==> config.mk <==
export PLATFORM = sky130hd
export DESIGN_NAME = imem_loader_flat
export DESIGN_NICKNAME = d
export VERILOG_FILES = /design/src/rtl/imem_loader_if.sv /design/src/rtl/imem_loader.sv /design/src/flat_wrapper.sv
export SDC_FILE = /design/constraint.sdc
export NUM_CORES = 1
export LEC_CHECK = 0
export CAP_MARGIN = 10
export CORE_UTILIZATION = 25
export CTS_BUF_LIST = sky130_fd_sc_hd__clkbuf_8
export DETAILED_ROUTE_END_ITERATION = 16
export PLACE_DENSITY_LB_ADDON = 0.25
export SLEW_MARGIN = 0
export SYNTH_ARGS = -nofsm -noshare
export SYNTH_HDL_FRONTEND = slang
export SYNTH_SLANG_ARGS = --single-unit
==> constraint.sdc <==
create_clock -name clk -period 3.4 [get_ports clk]
set_clock_uncertainty 0.15 [all_clocks]
set_input_delay 0.68 -clock clk [delete_from_list [all_inputs] [get_ports clk]]
set_output_delay 0.68 -clock clk [all_outputs]
set_load 0.01 [all_outputs]
==> src/rtl/imem_loader_if.sv <==
// Byte-stream, instruction-memory write and status signals of the boot loader.
// The slave modport is the loader; the master modport is the host/bench side.
interface imem_loader_if #(
  parameter int ADDR_W = 8
);
  logic              start;
  logic [ADDR_W:0]   num_words;
  logic              in_valid;
  logic [7:0]        in_data;
  logic              in_ready;
  logic              mem_we;
  logic [ADDR_W-1:0] mem_addr;
  logic [31:0]       mem_wdata;
  logic              cpu_rst_n;
  logic              busy;
  logic              done;
  logic              err;

  modport slave (
    input  start, num_words, in_valid, in_data,
    output in_ready, mem_we, mem_addr, mem_wdata, cpu_rst_n, busy, done, err
  );

  modport master (
    output start, num_words, in_valid, in_data,
    input  in_ready, mem_we, mem_addr, mem_wdata, cpu_rst_n, busy, done, err
  );
endinterface

==> src/rtl/imem_loader.sv <==
// Boot-time instruction-memory writer: assembles a byte stream into words,
// writes them out, verifies an XOR checksum and only then releases the core.
module imem_loader #(
  parameter int ADDR_W     = 8,
  parameter bit BIG_ENDIAN = 1'b1
) (
  input  logic         clk,
  input  logic         rst,
  imem_loader_if.slave bus
);
  typedef enum logic [2:0] {
    S_IDLE, S_RECV, S_WRITE, S_CHKSUM, S_DONE, S_ERR
  } state_e;

  localparam logic [ADDR_W:0] CAP = (ADDR_W+1)'(1) << ADDR_W;

  state_e            state_q, state_d;
  logic [ADDR_W:0]   cnt_q, cnt_d;
  logic [ADDR_W-1:0] idx_q, idx_d;
  logic [1:0]        bc_q, bc_d;
  logic [7:0]        xor_q, xor_d;
  logic [31:0]       word_q, word_d;
  logic [ADDR_W-1:0] addr_q, addr_d;
  logic [31:0]       wdata_q, wdata_d;

  logic        in_ready;
  logic        accept;
  logic        bad_cnt;
  logic        last_word;
  logic [31:0] nxt_word;

  assign in_ready  = (state_q == S_RECV) || (state_q == S_CHKSUM);
  assign accept    = bus.in_valid && in_ready;
  assign bad_cnt   = (bus.num_words == '0) || (bus.num_words > CAP);
  assign last_word = ({1'b0, idx_q} == (cnt_q - (ADDR_W+1)'(1)));
  // Shift direction decides byte placement; after four bytes the word is complete either way.
  assign nxt_word  = BIG_ENDIAN ? {word_q[23:0], bus.in_data}
                                : {bus.in_data, word_q[31:8]};

  always_ff @(posedge clk) begin
    if (rst) begin
      state_q <= S_IDLE;
      cnt_q   <= '0;
      idx_q   <= '0;
      bc_q    <= '0;
      xor_q   <= '0;
      word_q  <= '0;
      addr_q  <= '0;
      wdata_q <= '0;
    end else begin
      state_q <= state_d;
      cnt_q   <= cnt_d;
      idx_q   <= idx_d;
      bc_q    <= bc_d;
      xor_q   <= xor_d;
      word_q  <= word_d;
      addr_q  <= addr_d;
      wdata_q <= wdata_d;
    end
  end

  always_comb begin
    state_d = state_q;
    cnt_d   = cnt_q;
    idx_d   = idx_q;
    bc_d    = bc_q;
    xor_d   = xor_q;
    word_d  = word_q;
    addr_d  = addr_q;
    wdata_d = wdata_q;
    case (state_q)
      S_IDLE, S_DONE, S_ERR: begin
        if (bus.start) begin
          if (bad_cnt) begin
            state_d = S_ERR;
          end else begin
            state_d = S_RECV;
            cnt_d   = bus.num_words;
            idx_d   = '0;
            bc_d    = '0;
            xor_d   = '0;
          end
        end
      end
      S_RECV: begin
        if (accept) begin
          word_d = nxt_word;
          xor_d  = xor_q ^ bus.in_data;
          bc_d   = bc_q + 2'd1;
          // Output registers load here so the write strobe lands one cycle after the 4th byte.
          if (bc_q == 2'd3) begin
            state_d = S_WRITE;
            addr_d  = idx_q;
            wdata_d = nxt_word;
          end
        end
      end
      S_WRITE: begin
        idx_d   = idx_q + 1'b1;
        state_d = last_word ? S_CHKSUM : S_RECV;
      end
      S_CHKSUM: begin
        if (accept) state_d = (bus.in_data == xor_q) ? S_DONE : S_ERR;
      end
      default: state_d = S_IDLE;
    endcase
  end

  assign bus.in_ready  = in_ready;
  assign bus.mem_we    = (state_q == S_WRITE);
  assign bus.mem_addr  = addr_q;
  assign bus.mem_wdata = wdata_q;
  assign bus.cpu_rst_n = (state_q == S_DONE);
  assign bus.busy      = (state_q == S_RECV) || (state_q == S_WRITE) || (state_q == S_CHKSUM);
  assign bus.done      = (state_q == S_DONE);
  assign bus.err       = (state_q == S_ERR);
endmodule
==> src/flat_wrapper.sv <==
// flat-port wrapper written by rule: the top's interface ports become plain ports
module imem_loader_flat 
#(
  parameter int ADDR_W     = 8,
  parameter bit BIG_ENDIAN = 1'b1
)
  (clk, rst, bus_start, bus_num_words, bus_in_valid, bus_in_data, bus_in_ready, bus_mem_we, bus_mem_addr, bus_mem_wdata, bus_cpu_rst_n, bus_busy, bus_done, bus_err);
  imem_loader_if #(.ADDR_W(ADDR_W)) bus_i ();
  input  logic clk;
  input  logic rst;
  input wire logic [$bits(bus_i.start)-1:0] bus_start;
  input wire logic [$bits(bus_i.num_words)-1:0] bus_num_words;
  input wire logic [$bits(bus_i.in_valid)-1:0] bus_in_valid;
  input wire logic [$bits(bus_i.in_data)-1:0] bus_in_data;
  output wire logic [$bits(bus_i.in_ready)-1:0] bus_in_ready;
  output wire logic [$bits(bus_i.mem_we)-1:0] bus_mem_we;
  output wire logic [$bits(bus_i.mem_addr)-1:0] bus_mem_addr;
  output wire logic [$bits(bus_i.mem_wdata)-1:0] bus_mem_wdata;
  output wire logic [$bits(bus_i.cpu_rst_n)-1:0] bus_cpu_rst_n;
  output wire logic [$bits(bus_i.busy)-1:0] bus_busy;
  output wire logic [$bits(bus_i.done)-1:0] bus_done;
  output wire logic [$bits(bus_i.err)-1:0] bus_err;
  assign bus_i.start = bus_start;
  assign bus_i.num_words = bus_num_words;
  assign bus_i.in_valid = bus_in_valid;
  assign bus_i.in_data = bus_in_data;
  assign bus_in_ready = bus_i.in_ready;
  assign bus_mem_we = bus_i.mem_we;
  assign bus_mem_addr = bus_i.mem_addr;
  assign bus_mem_wdata = bus_i.mem_wdata;
  assign bus_cpu_rst_n = bus_i.cpu_rst_n;
  assign bus_busy = bus_i.busy;
  assign bus_done = bus_i.done;
  assign bus_err = bus_i.err;
  imem_loader #(.ADDR_W(ADDR_W), .BIG_ENDIAN(BIG_ENDIAN)) u_core (.clk(clk), .rst(rst), .bus(bus_i));
endmodule
==> results.rst <==
.. list-table::
   :header-rows: 1

   * - Metric
     - Value
   * - Top FF cell, synth
     - sky130_fd_sc_hd__dfxtp_1
   * - Worst Slack Setup Final
     - 524 ps
   * - Clock tree root buffer cell
     - sky130_fd_sc_hd__clkbuf_8
   * - Hold buffers post-CTS
     - 0
   * - Final period utilization
     - a little over four fifths
   * - Pin count of the biggest net entering global routing
     - 46
   * - Critical Path Max Stage Delay
     - 760 ps
   * - Crit path buf inv count
     - 1
   * - Skew-Pair Late Insertion Delay
     - ~370 ps
   * - Gates resized, CTS repair
     - 0
   * - Worst R2R Start
     - u_core.state_q[2]$_SDFFE_PP0P_
   * - Setup slack after placement
     - 119 ps
   * - Overflow left after global routing
     - 0
   * - Number of instances in the synthesized netlist
     - between 400 and 500
   * - Routed WL per cell
     - 12.8 um
   * - Critical path endpoint category
     - flop
   * - Half-perimeter wire length after placement
     - 6820 um
   * - Fraction of layout instances using a drive strength above 1
     - a little under 7%
   * - Worst rel slew slack
     - a little over two fifths
   * - Starting DRC count in detailed routing
     - 155
   * - Highest ir drop seen on vdd
     - 0.000177 V
   * - Number of port buffers
     - 66
   * - Setup violations, final
     - 0
   * - Count of antenna diodes in the layout
     - 0
   * - Setup slack of the most critical reg-to-reg path
     - 860 ps
   * - Cell family contributing the most delay on the critical path
     - simple AND/OR/NAND/NOR gates
   * - Horiz. Die Dim
     - 128 um
   * - Clock tree from TritonCTS
     - built
   * - Status
     - finished clean
   * - Die Height
     - 128 um
   * - Cell-by-cell trace of the critical path
     - clkdlybuf4s50_1 -> or4_1 -> o21ai_1 -> and3_1 -> mux2i_1 -> nor2_1
   * - Clock-pin transition on the worst setup and hold timing paths
     - roughly 90 ps
   * - Startpoint of the tightest hold check path
     - u_core.bus.mem_wdata[10]$_SDFFE_PP0P_
   * - Yosys warns
     - 0
   * - Least-Margin Pin Slew
     - 869 ps
   * - Worst hold path stage count
     - 2
   * - Fraction of registers with async set/reset
     - 0%
   * - Initial antenna violation count
     - 0
   * - Reg2reg path depth
     - 6
   * - Unrepaired setup endpoints after global routing
     - no
   * - Net Switching
     - 583 uW
   * - Remaining number of nets flagged by the antenna check after routing
     - 0
   * - Row Count
     - between 40 and 50
   * - Num CTS Buffers
     - 9
   * - EDFF count, synth
     - 0
   * - Mean number of vias per cell
     - 4.44
   * - Number of register bits inferred by synthesis
     - 94
   * - Most common cell after layout, fill and taps aside
     - sky130_fd_sc_hd__nand2_1
   * - Internal power of the cells
     - 1560 uW
   * - Global Route Usage Sum
     - 12.6%
   * - Reported max-cap violation count
     - 0
   * - CTS HTree Levels
     - 3
   * - Number of global-route vias before repair
     - 3181
   * - I/O pin total
     - 67
   * - Final weighted congestion in routability-driven placement
     - 0.776
   * - Post-Syn Area per Cell
     - a little over 8 um^2
   * - Worst Hold End
     - u_core.bus.mem_wdata[10]$_SDFFE_PP0P_
   * - Area overhead of the layout relative to synthesis
     - 25.9%
   * - Number of distinct standard cells referenced by the synthesized netlist
     - between 50 and 60
   * - Maximum fanout encountered on the critical timing path
     - 18
   * - Initial cell density of the core
     - between 20% and 30%
   * - Switching part of the total power
     - 27.2%
   * - Max Slew Vio Count
     - 0
   * - Sequential fraction of the synthesis area
     - 47.4%
   * - Part of the power in registers
     - a little over half
   * - Arrival @ worst endpoint
     - 2970 ps
   * - Floorplan core area
     - around 15000 um^2
   * - Total number of clock tree sinks
     - 94
   * - Sum Neg Setup Slack
     - 0 ps
   * - Highest-count cells in the layout ignoring fill and taps
     - 136 x sky130_fd_sc_hd__nand2_1, 94 x sky130_fd_sc_hd__dfxtp_1, 76 x sky130_fd_sc_hd__a21oi_1
   * - Vias post-DR
     - 3377
   * - Standard cell with the maximum stage delay on the critical path
     - sky130_fd_sc_hd__and3_1
   * - Critical Path Source Type
     - input port
   * - Count of TritonRoute iterations in the first routing pass
     - 5
   * - Combined area of all synthesized cells
     - between 3000 and 4000 um^2
   * - Post-route minimum period
     - 2880 ps
   * - Start-to-end type of the worst setup path
     - in -> reg
   * - Final Hold Fails
     - 0
   * - Required @ worst endpoint
     - 3500 ps
   * - Endpoint of the worst-slack reg-to-reg timing path
     - u_core.cnt_q[7]$_SDFFE_PP0P_
   * - Number of nets in the layout
     - 570
   * - Final-layout fill cell count
     - 1639
   * - Clock Power Share
     - 33.0%
   * - Path type of the worst min-delay path
     - reg -> reg
   * - Static leakage
     - 0.00165 uW
   * - Power Dens Cells
     - roughly 430 nW/um^2
   * - Die area
     - 16400 um^2
   * - First-pass GRT wire length
     - 16100 um
   * - Setup bufs post-CTS
     - 0
   * - Maximum operating frequency
     - 0.348 GHz
   * - Number of design rule violations left after detail routing
     - 0
   * - Post-synthesis net count
     - slightly above 500
   * - Buffer depth of the longest clock path
     - 2
   * - Combinational fraction of design power
     - between 10% and 20%
   * - Total length of routed wires
     - 9700 um
## worst max path at each step
stage,cells after the start,to,startpoint,slack (ps)
6_report,6,u_core.cnt_q[7]$_SDFFE_PP0P_,bus_num_words[0],520
5_1_grt,6,u_core.cnt_q[4]$_SDFFE_PP0P_,bus_num_words[0],380
4_1_cts,3,bus_in_ready,u_core.state_q[0]$_SDFFE_PP0P_,520
3_5_place_dp,6,u_core.cnt_q[7]$_SDFFE_PP0P_,bus_num_words[0],120
3_3_place_gp,6,u_core.cnt_q[4]$_SDFFE_PP0P_,bus_num_words[0],230
2_1_floorplan,7,u_core.cnt_q[6]$_SDFFE_PP0P_,bus_num_words[4],890
## kinds of logic after synthesis
logic type / Yosys count / synth area share (%)
simple gates: 219 / 24.6
compound gates: 104 / 14.9
flops: 94 / 47.4
buf+inv: 38 / 4.42
xor+xnor: 22 / 4.86
mux: 11 / 2.81
fa+ha+maj: 3 / 0.946
## per-layer routing
metal / vias up / routed length, um / global-route usage [%]
met1: 1566 / 4540 / 15.3
met4: 0 / 94 / 3.11
met3: 8 / 432 / 4.05
met2: 60 / 4640 / 21.4
met5: - / 0 / 0
li1: 1743 / - / -
## worst min-delay path, cell delays in order, from the launching register on
cell and delay [ps]:
sky130_fd_sc_hd__dfxtp_1 320, sky130_fd_sc_hd__nand2_1 50, sky130_fd_sc_hd__a21oi_1 50
## final cells by class
| cell class | instances | area [um^2] | share of cell area (%) |
|---|---|---|---|
| Inverter | 8 | 30.0 | 0.601 |
| Sequential cell | 94 | 1880 | 37.7 |
| Timing Repair Buffer | 74 | 728 | 14.6 |
| Clock inverter | 4 | 30.0 | 0.601 |
| Tap cell | 211 | 264 | 5.29 |
| Multi-Input combinational cell | 359 | 1910 | 38.2 |
| Clock buffer | 11 | 151 | 3.03 |
## state kept, by name, summed over array words and instances, names as in the netlist
register and count:
u_core.idx_q 8, u_core.bus.mem_addr 8, u_core.word_q 24, u_core.cnt_q 9, u_core.state_q 3, u_core.xor_q 8
u_core.bus.mem_wdata 32, u_core.bc_q 2
## cell usage after synthesis, types with 2 or more instances
cell type / instances / area, um^2
sky130_fd_sc_hd__o21ai_0: 11 / 55.1
sky130_fd_sc_hd__nor2_1: 31 / 116
sky130_fd_sc_hd__ha_1: 3 / 37.5
sky130_fd_sc_hd__clkbuf_1: 18 / 67.6
sky130_fd_sc_hd__a2111oi_0: 2 / 17.5
sky130_fd_sc_hd__inv_1: 7 / 26.3
sky130_fd_sc_hd__nand4_1: 4 / 25.0
sky130_fd_sc_hd__a2bb2oi_1: 2 / 17.5
sky130_fd_sc_hd__nand3_1: 3 / 15.0
sky130_fd_sc_hd__and3_1: 2 / 12.5
sky130_fd_sc_hd__nor4_1: 3 / 18.8
sky130_fd_sc_hd__xor2_1: 13 / 114
sky130_fd_sc_hd__or4_1: 4 / 30.0
sky130_fd_sc_hd__dfxtp_1: 94 / 1880
sky130_fd_sc_hd__nor2b_1: 7 / 43.8
sky130_fd_sc_hd__a21oi_1: 76 / 380
sky130_fd_sc_hd__or2_2: 4 / 25.0
sky130_fd_sc_hd__buf_2: 8 / 40.0
sky130_fd_sc_hd__and2_1: 2 / 12.5
sky130_fd_sc_hd__nand2b_1: 4 / 25.0
sky130_fd_sc_hd__xnor2_1: 9 / 78.8
sky130_fd_sc_hd__nor3_1: 11 / 55.1
sky130_fd_sc_hd__nand2_1: 136 / 510
sky130_fd_sc_hd__mux2i_1: 10 / 100
## metrics by stage
stage          instances  power [uW]  utilization, %  hold WS [ps]  cell area (um^2)
3_3_place_gp         746        1460            31.4           294              4810
2_1_floorplan        491        1370               -           282              3970
5_1_grt              761        2260            32.6           323              4990
4_1_cts              761        2180            32.6           311              4990
6_report             761        2140            32.6           306              4990
3_5_place_dp         746        1460            31.4           298              4810
## power groups by stage
stage / sequential, uW / combinational (uW) / clock (uW)
detailed placement: 1180 / 280 / 0
global placement: 1180 / 274 / 0
CTS: 1160 / 281 / 743
floorplan: 1170 / 200 / 0
global route: 1160 / 308 / 784
finish: 1160 / 275 / 705
Power figures use the tool's default switching activity.
